==> src/rtl/irq_ctrl_mc.sv <==
// irq_ctrl_mc: multi-channel interrupt controller with per-channel edge/level
// sensitivity, per-channel mask and fixed lowest-index-wins priority. It
// presents one request/code pair to the core over a req/ack handshake.
// Optional build macro: IRQ_CTRL_MC_SYNC_EN adds a 2-flop input synchroniser
// on irq_i. This allows asynchronous sources and adds 2 cycles of latency.
module irq_ctrl_mc #(
  parameter int N_CH      = 8,
  parameter int CODE_W    = 8,
  parameter int CODE_BASE = 3
) (
  input  logic              clk_i,
  input  logic              rst_n_i,
  input  logic [N_CH-1:0]   irq_i,
  input  logic [N_CH-1:0]   edge_mode_i,
  input  logic [N_CH-1:0]   mask_i,
  output logic              irq_req_o,
  output logic [CODE_W-1:0] irq_code_bo,
  input  logic              irq_ack_i,
  output logic [N_CH-1:0]   pending_bo
);

  localparam int SEL_W = (N_CH > 1) ? $clog2(N_CH) : 1;

  // The highest code presented must fit in irq_code_bo.
  if ((64'(CODE_BASE) + 64'(N_CH) - 64'd1) >= (64'd1 << CODE_W)) begin : g_code_range_bad
    $error("irq_ctrl_mc: CODE_BASE+N_CH-1 does not fit in CODE_W bits");
  end

  typedef enum logic {IDLE, REQ} state_t;

  state_t            state_reg, state_next;
  logic [SEL_W-1:0]  sel_reg, sel_next;
  logic [CODE_W-1:0] code_reg, code_next;
  logic [N_CH-1:0]   buf_reg;
  logic [N_CH-1:0]   pend_edge_reg, pend_edge_next;
  logic [N_CH-1:0]   irq_s;
  logic [N_CH-1:0]   posedge_vec;
  logic [N_CH-1:0]   clr_vec;
  logic [N_CH-1:0]   eligible;
  logic [SEL_W-1:0]  win_idx;

`ifdef IRQ_CTRL_MC_SYNC_EN
  logic [N_CH-1:0] sync1_reg, sync2_reg;

  // Two-flop synchroniser bringing asynchronous lines into the clk_i domain.
  always_ff @(posedge clk_i or negedge rst_n_i) begin
    if (!rst_n_i) begin
      sync1_reg <= '0;
      sync2_reg <= '0;
    end else begin
      sync1_reg <= irq_i;
      sync2_reg <= sync1_reg;
    end
  end

  assign irq_s = sync2_reg;
`else
  assign irq_s = irq_i;
`endif

  // Per-channel edge detect, ack clear and pending view.
  for (genvar gi = 0; gi < N_CH; gi++) begin : g_ch
    assign posedge_vec[gi] = ~buf_reg[gi] & irq_s[gi];
    // Only the channel being served, and only when it is edge mode, is cleared.
    assign clr_vec[gi] = (state_reg == REQ) && irq_ack_i &&
                         (sel_reg == SEL_W'(gi)) && edge_mode_i[gi];
    // A new edge wins over a simultaneous clear so it is not lost.
    assign pend_edge_next[gi] = (pend_edge_reg[gi] & ~clr_vec[gi]) |
                                (posedge_vec[gi] & edge_mode_i[gi]);
    assign pending_bo[gi] = edge_mode_i[gi] ? pend_edge_reg[gi] : irq_s[gi];
  end

  assign eligible = pending_bo & mask_i;

  // Fixed priority: lowest eligible index wins (scan downward so it ends on the lowest).
  always_comb begin
    win_idx = '0;
    for (int i = N_CH - 1; i >= 0; i--) begin
      if (eligible[i]) win_idx = SEL_W'(i);
    end
  end

  // Edge buffers and stored edge pending bits.
  always_ff @(posedge clk_i or negedge rst_n_i) begin
    if (!rst_n_i) begin
      buf_reg       <= '0;
      pend_edge_reg <= '0;
    end else begin
      buf_reg       <= irq_s;
      pend_edge_reg <= pend_edge_next;
    end
  end

  // Handshake FSM state, selected channel and presented code.
  always_ff @(posedge clk_i or negedge rst_n_i) begin
    if (!rst_n_i) begin
      state_reg <= IDLE;
      sel_reg   <= '0;
      code_reg  <= '0;
    end else begin
      state_reg <= state_next;
      sel_reg   <= sel_next;
      code_reg  <= code_next;
    end
  end

  // Next-state logic: latch the winner from IDLE, hold it in REQ until ack.
  always_comb begin
    state_next = state_reg;
    sel_next   = sel_reg;
    code_next  = code_reg;
    case (state_reg)
      IDLE: begin
        if (eligible != '0) begin
          state_next = REQ;
          sel_next   = win_idx;
          code_next  = CODE_W'(CODE_BASE) + CODE_W'(win_idx);
        end
      end
      REQ: begin
        if (irq_ack_i) begin
          state_next = IDLE;
          code_next  = '0;
        end
      end
      default: begin
        state_next = IDLE;
        code_next  = '0;
      end
    endcase
  end

  assign irq_req_o   = (state_reg == REQ);
  assign irq_code_bo = code_reg;

endmodule

==> config.mk <==
export PLATFORM = sky130hd
export DESIGN_NAME = irq_ctrl_mc
export DESIGN_NICKNAME = d
export VERILOG_FILES = /design/src/rtl/irq_ctrl_mc.sv
export SDC_FILE = /design/constraint.sdc
export NUM_CORES = 1
export LEC_CHECK = 0
export CAP_MARGIN = 5
export CORE_MARGIN = 4
export CORE_UTILIZATION = 40
export DETAILED_ROUTE_END_ITERATION = 16
export HOLD_SLACK_MARGIN = 0.15
export PLACE_DENSITY_LB_ADDON = 0.15
export SKIP_CTS_REPAIR_TIMING = 1
export SLEW_MARGIN = 20
export SYNTH_ARGS = -nofsm -noshare
export SYNTH_HDL_FRONTEND = slang
export SYNTH_SLANG_ARGS = --single-unit
==> constraint.sdc <==
create_clock -name clk_i -period 1.9 [get_ports clk_i]
set_input_delay 0.38 -clock clk_i [delete_from_list [all_inputs] [get_ports clk_i]]
set_output_delay 0.38 -clock clk_i [all_outputs]
set_load 0.05 [all_outputs]
==> flow_summary.yaml, run 1 <==
placement:
  port_buffers: 39
  dp.cells: 239
  dpl.hpwl_mm: 2.75
  place_area_sq_um: 1920
  place_ws_ns: -0.603
  place.gp.congestion: 0.815
hold_path:
  worstHoldStart: "irq_i[5]"
  min_path_cells: 2
  hp-class: "in -> reg"
  worst_hold_path.endpoint: "buf_reg[5]"
critical_path:
  worstReg2RegEnd: "irq_code_bo[2]"
  r2r_start: "pend_edge_reg[4]"
  cpPeakStageDelay_ns: 0.50
  cp.required_ns: 2.10
  worstSetupEndpointType: "flip-flop"
  critPathKind: "in -> reg"
  r2r_slack_ns: -0.19
  critical_path.slowest_cell: "clkdlybuf4s50_1"
  worstPathMaxFanout: 3
  worstSetupStartpointType: "input port"
  cp_cell_sequence: "clkdlybuf4s50_1, mux2_4, a22oi_1, a221o_1, a21boi_2, inv_2, ha_4, a2111oi_4, a311oi_2"
  critPathArrivalTime_ns: 2.30
  reg2regPathDepth: 8
grt:
  grt_use_total_pct: 18.2
  antenna_found_initial: 0
  grt_pass1_vias: 1288
  grt_max_degree: 25
  overflow: 0
  grt_pass1_wl_mm: 5.92
clock_tree:
  cts_tree: "done"
  clk_latency_ns: 0.32
  cts_root_buf: "clkbuf_4"
  cts_buffer_depth: 2
  numCtsBuffers: 3
  h-tree-depth: 1
  cts.sinks: 24
  clk_pin_slew_ns: 0.13
floorplanning:
  start_util_pct: 41.7
  num_rows: 20
  design.core.area_sq_um: 3050
  fp.dieH_um: 64.4
  die_x_um: 64.4
  die-area_sq_um: 4150
  io_pins: 44
synth:
  synth-simple-area-share_pct: 15.8
  synth-edff-count: 0
  ys_seq_area_share_pct: 47.2
  syn_inst: 124
  async_flop_share_pct: 100
  yosys.cell_types.count: 41
  synthMuxAreaShare_pct: 11.2
  synth_top_family_by_area: "compound AO/OA/AOI/OAI gates"
  synth_warnings: 0
  synth_ff_type: "dfrtp_1"
  synth_commonest_cells: "dfrtp_1 (24), nand2_1 (19), o21ai_0 (13)"
  synth-xor-area-share_pct: 0
  syn_area_sq_um: 1270
  synth_top_area_share_pct: 47.2
  synth_area_leader_cell: "dfrtp_1"
  ys_seq_elements: 24
  synthAdderAreaFrac_pct: 0.983
  syn_area_per_cell_sq_um: 10.3
  synth_compound_area_share_pct: 19.5
  synth_most_common_cell: "dfrtp_1"
  synthTopCellsByArea: "dfrtp_1 (47%), mux2_4 (7.1%), nand2_1 (5.6%)"
timing:
  fin_skew_ns: 0.00166
  fin_crit_sh_pct: 111
  slew_violations: 0
  slew-limit-headroom_pct: 66.6
  setup_ws_ns: -0.204
  setup_tns_ns: -0.222
  hold_viol: 0
  fin_crit_ns: 2.10
  tightest_slew_ns: 0.501
  rsz0062_at_grt: "yes"
  whs_ns: 0.300
  fmax_mhz: 475
  setup_viol: 2
pwr:
  power.density_nw_per_um2: 1210
  leakage_nw: 0.987
  seq_power_share_pct: 31.1
  power_frac_clock_pct: 9.3
  ir_drop_mv: 0.573
  p_switching_mw: 1.12
  switching_share_pct: 44.9
  power_mw: 2.49
  p_int_mw: 1.37
  comb_power_share_pct: 59.6
run_status:
  violations: "negative setup slack"
  outcome: "finished with violations"
cells_and_area:
  fin_cells: 246
  nets: 232
  num-fill-cells: 263
  drive_above_1_share_pct: 38.1
  fin_area_sq_um: 2050
  insertedDiodeCount: 0
  final_util_pct: 67.1
  synthToLayoutAreaGrowth_pct: 61.1
drt:
  wl_per_cell_um: 15.1
  drc: 0
  viasPerCell: 5.04
  num_vias: 1239
  drtPass1Iterations: 4
  first_iter_violations: 51
  ant_nets: 0
  drt-total-wl_mm: 3.71
flow_run:
  cap_violations: 0
-- critical path: cells and delay by family --
kind            cells  cell delay [ns]
compound gates      5             1.01
buf+inv             2             0.56
fa+ha+maj           1             0.16
mux                 1             0.19
-- cells by family (layout without fill, tap and decap cells) --
logic type	Yosys count	count (layout)
other cells	1	4
mux	11	11
buf+inv	11	86
fa+ha+maj	1	1
flops	24	24
compound gates	35	35
simple gates	41	41
-- power groups by stage --
stage / Clock [mW] / Combinational (mW) / Sequential, mW
2_1_floorplan: 0 / 0.706 / 0.915
3_3_place_gp: 0 / 1.35 / 0.774
3_5_place_dp: 0 / 1.37 / 0.779
4_1_cts: 0.234 / 1.38 / 0.768
5_1_grt: 0.255 / 1.58 / 0.803
6_report: 0.231 / 1.48 / 0.775
-- area by class of cell --
class,count,area (sq um),area share (%)
Inverter,6,22.5,1.10
Sequential cell,24,601,29.3
Clock buffer,3,22.5,1.10
Tap cell,44,55.1,2.69
Timing Repair Buffer,77,672,32.8
Multi-Input combinational cell,92,677,33.0
-- placed cells by master, fill, tap and decap left out, types with 2 or more instances in the layout --
cell and count:
nor2_1 4, clkbuf_4 3, mux2i_1 2, dlymetal6s2s_1 9, o21ai_0 13, nand2_1 19
buf_4 49, and2_1 2, nand3_1 4, inv_1 4, a21oi_1 2, inv_2 2
o21ai_1 4, dfrtp_1 24, conb_1 4, nand3b_1 3, mux2_4 7, clkdlybuf4s50_1 18
nand2_2 3
-- layer usage --
metal	vias to the layer above	track usage [%]	wire, um
met5	-	0	0
met4	0	5.80	44
met3	5	4.04	229
met2	43	32.9	1940
met1	593	21.3	1490
li1	598	-	-
-- how the worst max path moves through the flow --
stage,start,cells after the start,slack [ns],endpoint
final,edge_mode_i[3],9,-0.20,irq_code_bo[2]
after global routing,pend_edge_reg[5],7,-0.25,irq_code_bo[2]
after CTS,edge_mode_i[5],8,-0.27,irq_code_bo[2]
after detailed placement,edge_mode_i[5],8,-0.60,irq_code_bo[2]
after global placement,edge_mode_i[4],9,-0.54,irq_code_bo[2]
after floorplan,edge_mode_i[4],8,-0.12,irq_code_bo[2]
No activity file was read; power rests on OpenSTA's default activity.
==> run 2: changes to the inputs <==
--- a/config.mk
+++ b/config.mk
@@ -9,6 +9,7 @@
 export CORE_MARGIN = 4
 export CORE_UTILIZATION = 40
 export DETAILED_ROUTE_END_ITERATION = 16
+export GPL_TIMING_DRIVEN = 0
 export HOLD_SLACK_MARGIN = 0.15
 export PLACE_DENSITY_LB_ADDON = 0.15
 export SKIP_CTS_REPAIR_TIMING = 1
==> run 2 against run 1 <==
  * The run still ends with negative setup slack left
  * Sequential share of layout area is 1.9 points higher
  * Sequential cell count stayed put
  * Final cell count is 11% lower
  * Total power is 2.0% lower
  * Largest power group unchanged
==> flow_summary.yaml, run 2 (synthesis gave the netlist of run 1 again) <==
pwr:
  switching_share_pct: 43.2
  power.density_nw_per_um2: 1270
  p_int_mw: 1.39
  comb_power_share_pct: 52.9
  leakage_nw: 0.972
  seq_power_share_pct: 31.7
  ir_drop_mv: 0.535
  p_switching_mw: 1.05
  power_frac_clock_pct: 15.4
placement:
  place_area_sq_um: 1740
  dpl.hpwl_mm: 2.33
  place.gp.congestion: 0.773
  dp.cells: 210
  port_buffers: 39
critical_path:
  worstPathMaxFanout: 3
  cp.required_ns: 2.10
  worstReg2RegEnd: "irq_code_bo[2]"
  worstSetupEndpointType: "flip-flop"
  worstSetupStartpointType: "flip-flop"
  critical_path.slowest_cell: "dfrtp_1"
  cpPeakStageDelay_ns: 0.40
  r2r_slack_ns: -0.15
  critPathKind: "reg -> reg"
  r2r_start: "pend_edge_reg[4]"
  reg2regPathDepth: 8
  cp_cell_sequence: "mux2_4, and2_4, a221o_1, a21boi_2, inv_2, ha_4, a2111oi_4, a311oi_2"
  critPathArrivalTime_ns: 2.25
clock_tree:
  h-tree-depth: 1
  cts_root_buf: "clkbuf_4"
  clk_pin_slew_ns: 0.14
  cts_buffer_depth: 2
  numCtsBuffers: 3
  clk_latency_ns: 0.31
  cts_tree: "done"
  cts.sinks: 24
run_status:
  violations: "negative setup slack"
  outcome: "finished with violations"
grt:
  grt_use_total_pct: 15.9
  grt_pass1_vias: 1102
  overflow: 0
  grt_pass1_wl_mm: 5.15
  antenna_found_initial: 0
  grt_max_degree: 25
floorplanning:
  fp.dieH_um: 64.4
  die-area_sq_um: 4150
  io_pins: 44
  num_rows: 20
  die_x_um: 64.4
  start_util_pct: 41.7
  design.core.area_sq_um: 3050
drt:
  ant_nets: 0
  drt-total-wl_mm: 3.15
  drc: 0
  drtPass1Iterations: 4
  wl_met2_mm: 1.58
  topRoutingLayerUsed: "met4"
  viasPerCell: 5.12
  wl_per_cell_um: 14.4
  wl_met1_mm: 1.38
  first_iter_violations: 32
  routed-wl-met3_um: 171
  num_vias: 1121
timing:
  whs_ns: 0.224
  setup_viol: 1
  fin_crit_sh_pct: 108
  slew_violations: 0
  setup_ws_ns: -0.148
  fin_skew_ns: 0.00163
  rsz0062_at_grt: "yes"
  setup_tns_ns: -0.148
  fin_crit_ns: 2.05
  tightest_slew_ns: 0.531
  hold_viol: 0
  slew-limit-headroom_pct: 64.6
  fmax_mhz: 488
cells_and_area:
  final_common_cell: "dfrtp_1"
  synthToLayoutAreaGrowth_pct: 51.0
  drive_above_1_share_pct: 22.9
  multi_input_area_sq_um: 677
  fin_area_sq_um: 1920
  insertedDiodeCount: 0
  fin_cells: 219
  regArea_sq_um: 601
  final_cell_mix: "dfrtp_1 (24), dlymetal6s2s_1 (23), nand2_1 (19), o21ai_0 (13), clkdlybuf4s50_1 (13)"
  nets: 204
  num-fill-cells: 273
hold_path:
  min_path_cells: 1
  worstHoldStart: "irq_i[2]"
  hp-class: "in -> reg"
  worst_hold_path.endpoint: "buf_reg[2]"
flow_run:
  cap_violations: 0
==> run 2: changes by cell type in the layout (fill, tap and decap cells not counted), moves of 2 or more <==
cell	change
buf_4	-41
clkbuf_2	+2
clkdlybuf4s50_1	-5
dlymetal6s2s_1	+14
==> run 2: final cells by class <==
cell class / instances / area share (%)
Buffer: 5 / 2.15
Clock buffer: 3 / 1.17
Sequential cell: 24 / 31.3
Multi-Input combinational cell: 92 / 35.2
Inverter: 6 / 1.17
Timing Repair Buffer: 44 / 24.6
Clock inverter: 1 / 1.56
Tap cell: 44 / 2.86
==> run 2: worst max-delay path by stage <==
stage	from	cells past startpoint	end	slack [ns]
6_report	pend_edge_reg[4]	8	irq_code_bo[2]	-0.15
3_3_place_gp	edge_mode_i[4]	9	irq_code_bo[2]	-0.65
5_1_grt	pend_edge_reg[4]	8	irq_code_bo[2]	-0.21
4_1_cts	edge_mode_i[7]	3	pending_bo[7]	-0.47
2_1_floorplan	edge_mode_i[4]	8	irq_code_bo[2]	-0.12
3_5_place_dp	edge_mode_i[4]	9	irq_code_bo[2]	-0.70
==> run 2: power groups by stage <==
stage	sequential, mW	combinational, mW	clock (mW)
2_1_floorplan	0.915	0.706	0
3_3_place_gp	0.771	1.21	0
6_report	0.773	1.29	0.375
3_5_place_dp	0.780	1.23	0
5_1_grt	0.794	1.40	0.400
4_1_cts	0.769	1.24	0.379
==> run 2: stage by stage <==
step / setup slack, ns / power, mW / util, %
after detailed placement: -0.695 / 2.01 / 56.9
after global routing: -0.208 / 2.60 / 63.0
after floorplan: -0.123 / 1.62 / -
after global placement: -0.653 / 1.99 / 56.9
after CTS: -0.473 / 2.39 / 58.6
final: -0.148 / 2.44 / 63.0
==> run 2: layer usage <==
layer,vias to the layer above,track usage [%]
met3,2,3.69
met5,-,0
met2,31,26.9
met1,547,19.8
met4,0,5.54
li1,541,-
==> run 2: critical path: cells and delay by family (launching register included) <==
family | cells | cell delay [ns]
AO/OA/AOI/OAI | 4 | 0.89
adder cells (fa/ha/maj) | 1 | 0.17
buffers and inverters | 1 | 0.06
flip-flops | 1 | 0.40
multiplexers | 1 | 0.28
AND/OR/NAND/NOR | 1 | 0.15
==> run 3: changes to the inputs <==
--- a/config.mk
+++ b/config.mk
@@ -6,9 +6,12 @@
 export NUM_CORES = 1
 export LEC_CHECK = 0
 export CAP_MARGIN = 5
+export CELL_PAD_IN_SITES_DETAIL_PLACEMENT = 1
+export CELL_PAD_IN_SITES_GLOBAL_PLACEMENT = 1
 export CORE_MARGIN = 4
-export CORE_UTILIZATION = 40
+export CORE_UTILIZATION = 30
 export DETAILED_ROUTE_END_ITERATION = 16
+export GPL_ROUTABILITY_DRIVEN = 0
 export GPL_TIMING_DRIVEN = 0
 export HOLD_SLACK_MARGIN = 0.15
 export PLACE_DENSITY_LB_ADDON = 0.15
==> run 3 against run 2 <==
  * The flow still finishes with violations (negative setup slack)
  * First-iteration DRC count shrank 3.1%
  * Core utilization is 15 points lower
  * Global-route usage is 2.0 points lower
  * Clock skew rose by 0.00054 ns
  * Largest power group unchanged
  * Worst setup slack better by 0.059 ns
  * Sequential share of layout area down 0.061 points
  * Sequential power about the same
  * Via count increased by 3.7%
  * Non-clock buffer count is 1 higher
  * Combinational power rose by 3%
  * Clock power fell by 6.1%
  * Count of clock-buffer cells in the layout increased by 1
==> flow_summary.yaml, run 3 (synthesis gave the netlist of run 1 again) <==
floorplanning:
  num_rows: 23
  io_pins: 44
  die_x_um: 73.1
  start_util_pct: 31.4
  design.core.area_sq_um: 4060
  fp.dieH_um: 73.1
  die-area_sq_um: 5350
critical_path:
  critPathArrivalTime_ns: 2.13
  cp.required_ns: 2.04
  critPathKind: "reg -> reg"
  worstPathMaxFanout: 3
  worstSetupEndpointType: "flip-flop"
  worstSetupStartpointType: "flip-flop"
  reg2regPathDepth: 8
grt:
  overflow: 0
  grt_use_total_pct: 13.9
  grt_pass1_vias: 1198
  grt_pass1_wl_mm: 5.65
  antenna_found_initial: 0
  grt_max_degree: 25
placement:
  dp.cells: 216
  place_ws_ns: -0.699
  dpl.hpwl_mm: 2.79
  port_buffers: 39
timing:
  setup_viol: 1
  setup_ws_ns: -0.0893
  fin_skew_ns: 0.00217
  rsz0062_at_grt: "yes"
  slew-limit-headroom_pct: 62.0
  fin_crit_sh_pct: 105
  tightest_slew_ns: 0.570
  fin_crit_ns: 1.99
  hold_viol: 0
  fmax_mhz: 503
  setup_tns_ns: -0.0893
  slew_violations: 0
drt:
  num_vias: 1163
  wl_per_cell_um: 16.7
  ant_nets: 0
  drtPass1Iterations: 4
  viasPerCell: 5.15
  first_iter_violations: 31
  drc: 0
  drt-total-wl_mm: 3.79
run_status:
  violations: "negative setup slack"
  outcome: "finished with violations"
flow_run:
  cap_violations: 0
pwr:
  leakage_nw: 0.931
  ir_drop_mv: 0.449
  power.density_nw_per_um2: 1280
clock_tree:
  numCtsBuffers: 3
  cts.sinks: 24
  cts_root_buf: "clkbuf_8"
  cts_tree: "done"
  clk_latency_ns: 0.27
  h-tree-depth: 1
  cts_buffer_depth: 2
  clk_pin_slew_ns: 0.09
cells_and_area:
  drive_above_1_share_pct: 23.9
  final_util_pct: 47.5
  insertedDiodeCount: 0
  num-fill-cells: 452
  final_cell_mix: "dfrtp_1 (24), nand2_1 (19), dlymetal6s2s_1 (18), clkdlybuf4s50_1 (17), o21ai_0 (13)"
  fin_cells: 226
  final_common_cell: "dfrtp_1"
  synthToLayoutAreaGrowth_pct: 51.3
  nets: 205
hold_path:
  hp-class: "in -> reg"
  min_path_cells: 1
run 3: cell types whose count changed in the layout (fill, tap and decap cells not counted), sizes merged:
| cell | delta |
|---|---|
| clkdlybuf4s50 | +4 |
| buf | +1 |
| clkbuf | +2 |
| dlymetal6s2s | -5 |
| bufinv | -1 |
run 3: cell type report:
class                           count  area, sq um  area share, %
Buffer                              5         41.3           2.14
Clock buffer                        4         55.1           2.86
Inverter                            6         22.5           1.17
Multi-Input combinational cell     92          678           35.2
Sequential cell                    24          601           31.2
Tap cell                           50         62.6           3.25
Timing Repair Buffer               45          465           24.2
run 3: critical path, stage by stage (launching register included):
cell       delay, ns
dfrtp_1         0.39
mux2_4          0.27
and2_4          0.15
a221o_1         0.38
a21boi_2        0.19
inv_2           0.06
ha_4            0.16
a2111oi_4       0.18
a311oi_1        0.07
run 3: final timing paths:
kind | endpoint | slack [ns] | start
min reg2reg | pend_edge_reg[3] | 0.43 | buf_reg[3]
min in group asynchronous | buf_reg[5] | 0.64 | rst_n_i
max reg2reg | irq_code_bo[2] | -0.09 | pend_edge_reg[4]
min | buf_reg[4] | 0.28 | irq_i[4]
max | irq_code_bo[2] | -0.09 | pend_edge_reg[4]
max in group asynchronous | buf_reg[6] | 0.89 | rst_n_i
run 3: per-layer routing:
metal	share of wire [%]	GRT usage, %
met5	0	0
met4	2.0	6.15
met3	4.2	1.79
met2	52	24.3
met1	42	16.8
run 3: stage by stage:
step	instance area [sq um]	hold slack (ns)	total power, mW
finish	1930	0.275	2.46
global route	1930	0.272	2.61
CTS	1800	0.117	2.40
detailed placement	1740	0.413	2.04
global placement	1750	0.403	2.01
floorplan	1290	0.0844	1.62
run 3: where the power goes:
| group | switching, mW | internal [mW] |
|---|---|---|
| clock network | 0.166 | 0.185 |
| logic | 0.811 | 0.521 |
| registers | 0.110 | 0.662 |
| total | 1.09 | 1.37 |
==> RTL change 1, RTL diff (flow settings as in run 1) <==
Change the parameter `N_CH` from 8 to 16.
--- a/src/rtl/irq_ctrl_mc.sv
+++ b/src/rtl/irq_ctrl_mc.sv
@@ -4,7 +4,7 @@
 // Optional build macro: IRQ_CTRL_MC_SYNC_EN adds a 2-flop input synchroniser
 // on irq_i. This allows asynchronous sources and adds 2 cycles of latency.
 module irq_ctrl_mc #(
-  parameter int N_CH      = 8,
+  parameter int N_CH      = 16,
   parameter int CODE_W    = 8,
   parameter int CODE_BASE = 3
 ) (
Interface: changed (resized edge_mode_i, irq_i, mask_i and pending_bo); port bits go from 44 to 76. The function was not compared with the original's and may differ.
==> RTL change 1 against run 1 <==
The flow still finishes with violations (negative setup slack); clock power grew to 3.0 times the old value; synthesized area is 66% higher; cell area is 79% higher; setup slack better by 85 ps; worst hold slack worse by 38 ps; routed wire length is 65% higher; sequential cell count is 18 higher; power is 18% higher; highest routed layer unchanged.
==> RTL change 1: results (changes against run 1) <==
outcome: "complete, but fails checks"
violations: "negative setup slack"
critPathArrivalTime_ps: 2210  # -90 ps
path_clk_slew_ps: 80  # -50 ps
grt_first_pass_wirelength_um: 9740  # +64%
num-fill-cells: 388  # +48%
grt_pass1_vias: 2128  # +65%
cts_made_buffers: 5  # +2
synth_cell_type_count: 42  # +2.4%
layout_setup_ws_ps: -119  # +85.3 ps
regToRegSetupSlack_ps: -90  # +100 ps
wl_per_cell_um: 14.6  # -2.9%
synth-warning-count: 0  # unchanged
finalNonFillerCells: 419  # +70%
dp.cells: 406  # +70%
synth_common_cells: "44 x nand2_1, 42 x dfrtp_1, 34 x o21ai_0"
antenna_found_initial: 0  # unchanged
layout-drive-gt1-share: 0.407  # +0.0257
synth_area_leaders: "dfrtp_1 50%, o21ai_0 8.0%, nand2_1 7.8%"
ctsHtreeMaxLevel: 2  # +1
p_int_mw: 1.92  # +40%
critical_path.max_stage_delay_ps: 500  # about the same
grt_max_degree: 43  # +72%
port_buffers: 72  # +85%
critPathTopFamily: "buffers and inverters"
nets: 400  # +72%
tightestPinTransition_ps: 527  # +26.2 ps
clkLatencyLatePin_ps: 300  # -20 ps
ys_seq_area_frac: 0.496  # +0.0242
hold_path.class: "input pin to register"
cts_root_buffer: "clkbuf_8"
ys.flop_type: "dfrtp_1"
clock_skew_ps: 3.36  # +1.70 ps
p_leak_nw: 1.77  # +80%
grtUsageTotal: 0.196  # +0.0141
finalSetupTns_ps: -340  # -118 ps
dp_hpwl_um: 4840  # +76%
syn-instance-count: 213  # +72%
finalSetupViolCount: 5  # +3
diodes: 0  # unchanged
finalHoldWorstSlack_ps: 262  # -38.4 ps
async_reset_ff_frac: 1.00  # unchanged
drtIter0Drc: 107  # +110%
cp_max_fo: 3  # unchanged
gp_congestion: 0.815  # about the same
dr.pass1.iters: 4  # unchanged
grt_overflow: 0  # unchanged
detail_route.vias_per_cell: 4.97  # -1.3%
max-vdd-ir-drop_mv: 0.559  # -2.5%
slowest_stage: "clkdlybuf4s50_1"
clock_path_buffers: 2  # unchanged
## RTL change 1: power groups by stage
| stage | clock [mW] | combinational [mW] | sequential (mW) |
|---|---|---|---|
| after floorplan | 0 | 0.547 | 1.13 |
| after global placement | 0 | 1.07 | 1.09 |
| after detailed placement | 0 | 1.08 | 1.09 |
| after CTS | 0.702 | 1.09 | 1.07 |
| after global routing | 0.747 | 1.27 | 1.09 |
| final | 0.689 | 1.18 | 1.08 |
## RTL change 1: logic make-up after synthesis
logic type                 share of synthesized area
AOI/OAI and AO/OA                              0.206
xor gates and xnor gates                     0.00414
adders and majority gates                    0.00591
buffers and inverters                         0.0319
DFF                                            0.496
muxes                                         0.0892
other                                        0.00177
and+or+nand+nor                                0.165
## RTL change 1: worst paths after layout
kind / from / endpoint / depth (start not counted)
max: edge_mode_i[4] / irq_code_bo[2] / 10
min: irq_i[8] / buf_reg[8] / 1
max reg2reg: pend_edge_reg[5] / irq_code_bo[4] / 11
min reg2reg: buf_reg[6] / pend_edge_reg[6] / 1
max in group asynchronous: rst_n_i / buf_reg[15] / 3
min in group asynchronous: rst_n_i / buf_reg[4] / 3
## RTL change 1: through the flow
step	setup slack, ps	instance area (sq um)
after floorplan	-70.4	2190
after detailed placement	-727	3330
final	-119	3670
after global routing	-206	3670
after global placement	-634	3330
after CTS	-402	3430
## RTL change 1: area by class of cell
class,count,area share
inverters,7,0.0109
repair buffers,132,0.326
clock inverters,3,0.0109
multi-input cells,160,0.323
clock buffers,5,0.0188
flip-flops and latches,42,0.287
well taps,70,0.0239
## RTL change 1: per-layer routing
layer | up-vias | part of all wire | GRT usage
li1 | 1027 | - | -
met1 | 991 | 0.43 | 0.251
met2 | 56 | 0.49 | 0.327
met3 | 9 | 0.063 | 0.0455
met4 | 0 | 0.014 | 0.0709
met5 | - | 0 | 0
==> RTL change 2, RTL diff (flow settings as in run 1) <==
Made on the original files. Put a register stage on the output `irq_req_o`, cleared by the reset. The value now appears one clock later. The other outputs are not delayed to match.
--- a/src/rtl/irq_ctrl_mc.sv
+++ b/src/rtl/irq_ctrl_mc.sv
@@ -130,7 +130,13 @@
     endcase
   end
 
-  assign irq_req_o   = (state_reg == REQ);
+  always_ff @(posedge clk_i or negedge rst_n_i) begin
+    if (!rst_n_i) begin
+      irq_req_o <= '0;
+    end else begin
+      irq_req_o <= (state_reg == REQ);
+    end
+  end
   assign irq_code_bo = code_reg;
 
 endmodule
Formal check against the unedited RTL: not equivalent (a bounded check fails within 4 cycles, from zero or initial values and one cycle with rst_n_i low).
==> RTL change 2 against run 1 <==
The flow still finishes with violations (negative setup slack); highest routed layer unchanged; sequential cell count increased by 1; power up 1.8%; count of clock-buffer cells in the layout is 1 higher; setup slack gained 120 ps; routed wire length grew 0.32%; first-iteration DRC count is 5.9% lower; cell area up 2.5%; synthesized area up 1.8%; largest cell class unchanged.
==> RTL change 2: results (changes against run 1) <==
multi_input_area_share: 0.329  # -0.00151
grtUsageTotal: 0.175  # -0.00734
gp_congestion: 0.902  # +11%
clkPwrFrac: 0.095  # +0.002
ctsHtreeMaxLevel: 1  # unchanged
met2_usage: 0.305  # -0.0234
finalHoldWorstSlack_ps: 299  # -1.28 ps
synth_area_leaders: "dfrtp_1 48%, mux2_4 7.0%, nand2_1 5.8%"
violations: "negative setup slack"
holdPathEnd: "buf_reg[4]"
synth_common_cells: "25 x dfrtp_1, 20 x nand2_1, 13 x o21ai_0"
dp_hpwl_um: 2790  # +1.5%
num-fill-cells: 254  # -3.4%
clockNetworkAreaShare: 0.0125  # +0.00152
p_leak_nw: 1.02  # +3.0%
clockBufferCount: 4  # +1
clock_sink_count: 25  # +4.2%
seq_power_uw: 805  # +3.9%
seq_share: 0.298  # +0.00476
crit_path_start: "irq_i[5]"
clock_skew_ps: 9.99  # +8.33 ps
max-vdd-ir-drop_mv: 0.473  # -17%
buffer_area_frac: 0.324  # -0.00383
layout_setup_ws_ps: -85.6  # +118 ps
met3_length_um: 237  # +3.5%
drt-met1-wl_um: 1530  # +2.8%
drtIter0Drc: 48  # -5.9%
finalSetupTns_ps: -85.6  # +136 ps
finalSetupViolCount: 1  # -1
critPathArrivalTime_ps: 2200  # -100 ps
outcome: "complete, but fails checks"
grt_pass1_vias: 1279  # -0.70%
gr-usage-met3: 0.0399  # -0.000560
wl_per_cell_um: 14.9  # -0.88%
detail_route.vias_per_cell: 4.91  # -2.6%
min-delay-start: "irq_i[4]"
ys_seq_area_frac: 0.483  # +0.0111
wl_met2_um: 1910  # -1.5%
p_sw_mw: 1.12  # +0.13%
nets: 234  # +0.86%
antenna_found_initial: 0  # unchanged
regToRegSetupSlack_ps: -30  # +160 ps
grtUsageMet1: 0.213  # +0.000560
grt_max_degree: 26  # +4.0%
nNonClkBuffers: 78  # +1.3%
-- RTL change 2: changes by cell type after synthesis --
| cell | run 1 | this run |
|---|---|---|
| dfrtp_1 | 24 | 25 |
| nand2_1 | 19 | 20 |
| nand2_2 | 3 | 2 |
-- RTL change 2: cell families (layout without fill, tap and decap cells) --
kind of cell | count (synthesis) | count (layout) | synth area share
DFF | 25 | 25 | 0.483
muxes | 11 | 11 | 0.110
buffers and inverters | 11 | 88 | 0.0493
adders and majority gates | 1 | 1 | 0.00966
AOI/OAI and AO/OA | 35 | 35 | 0.191
other | 1 | 4 | 0.00290
and+or+nand+nor | 41 | 41 | 0.154
-- RTL change 2: per-stage QoR --
stage | cells | power [mW] | instance area, sq um | utilization
global route | 249 | 2.70 | 2100 | 0.683
finish | 249 | 2.53 | 2100 | 0.683
detailed placement | 241 | 2.18 | 1950 | 0.634
floorplan | 128 | 1.65 | 1320 | -
global placement | 241 | 2.15 | 1950 | 0.634
CTS | 245 | 2.42 | 1980 | 0.643
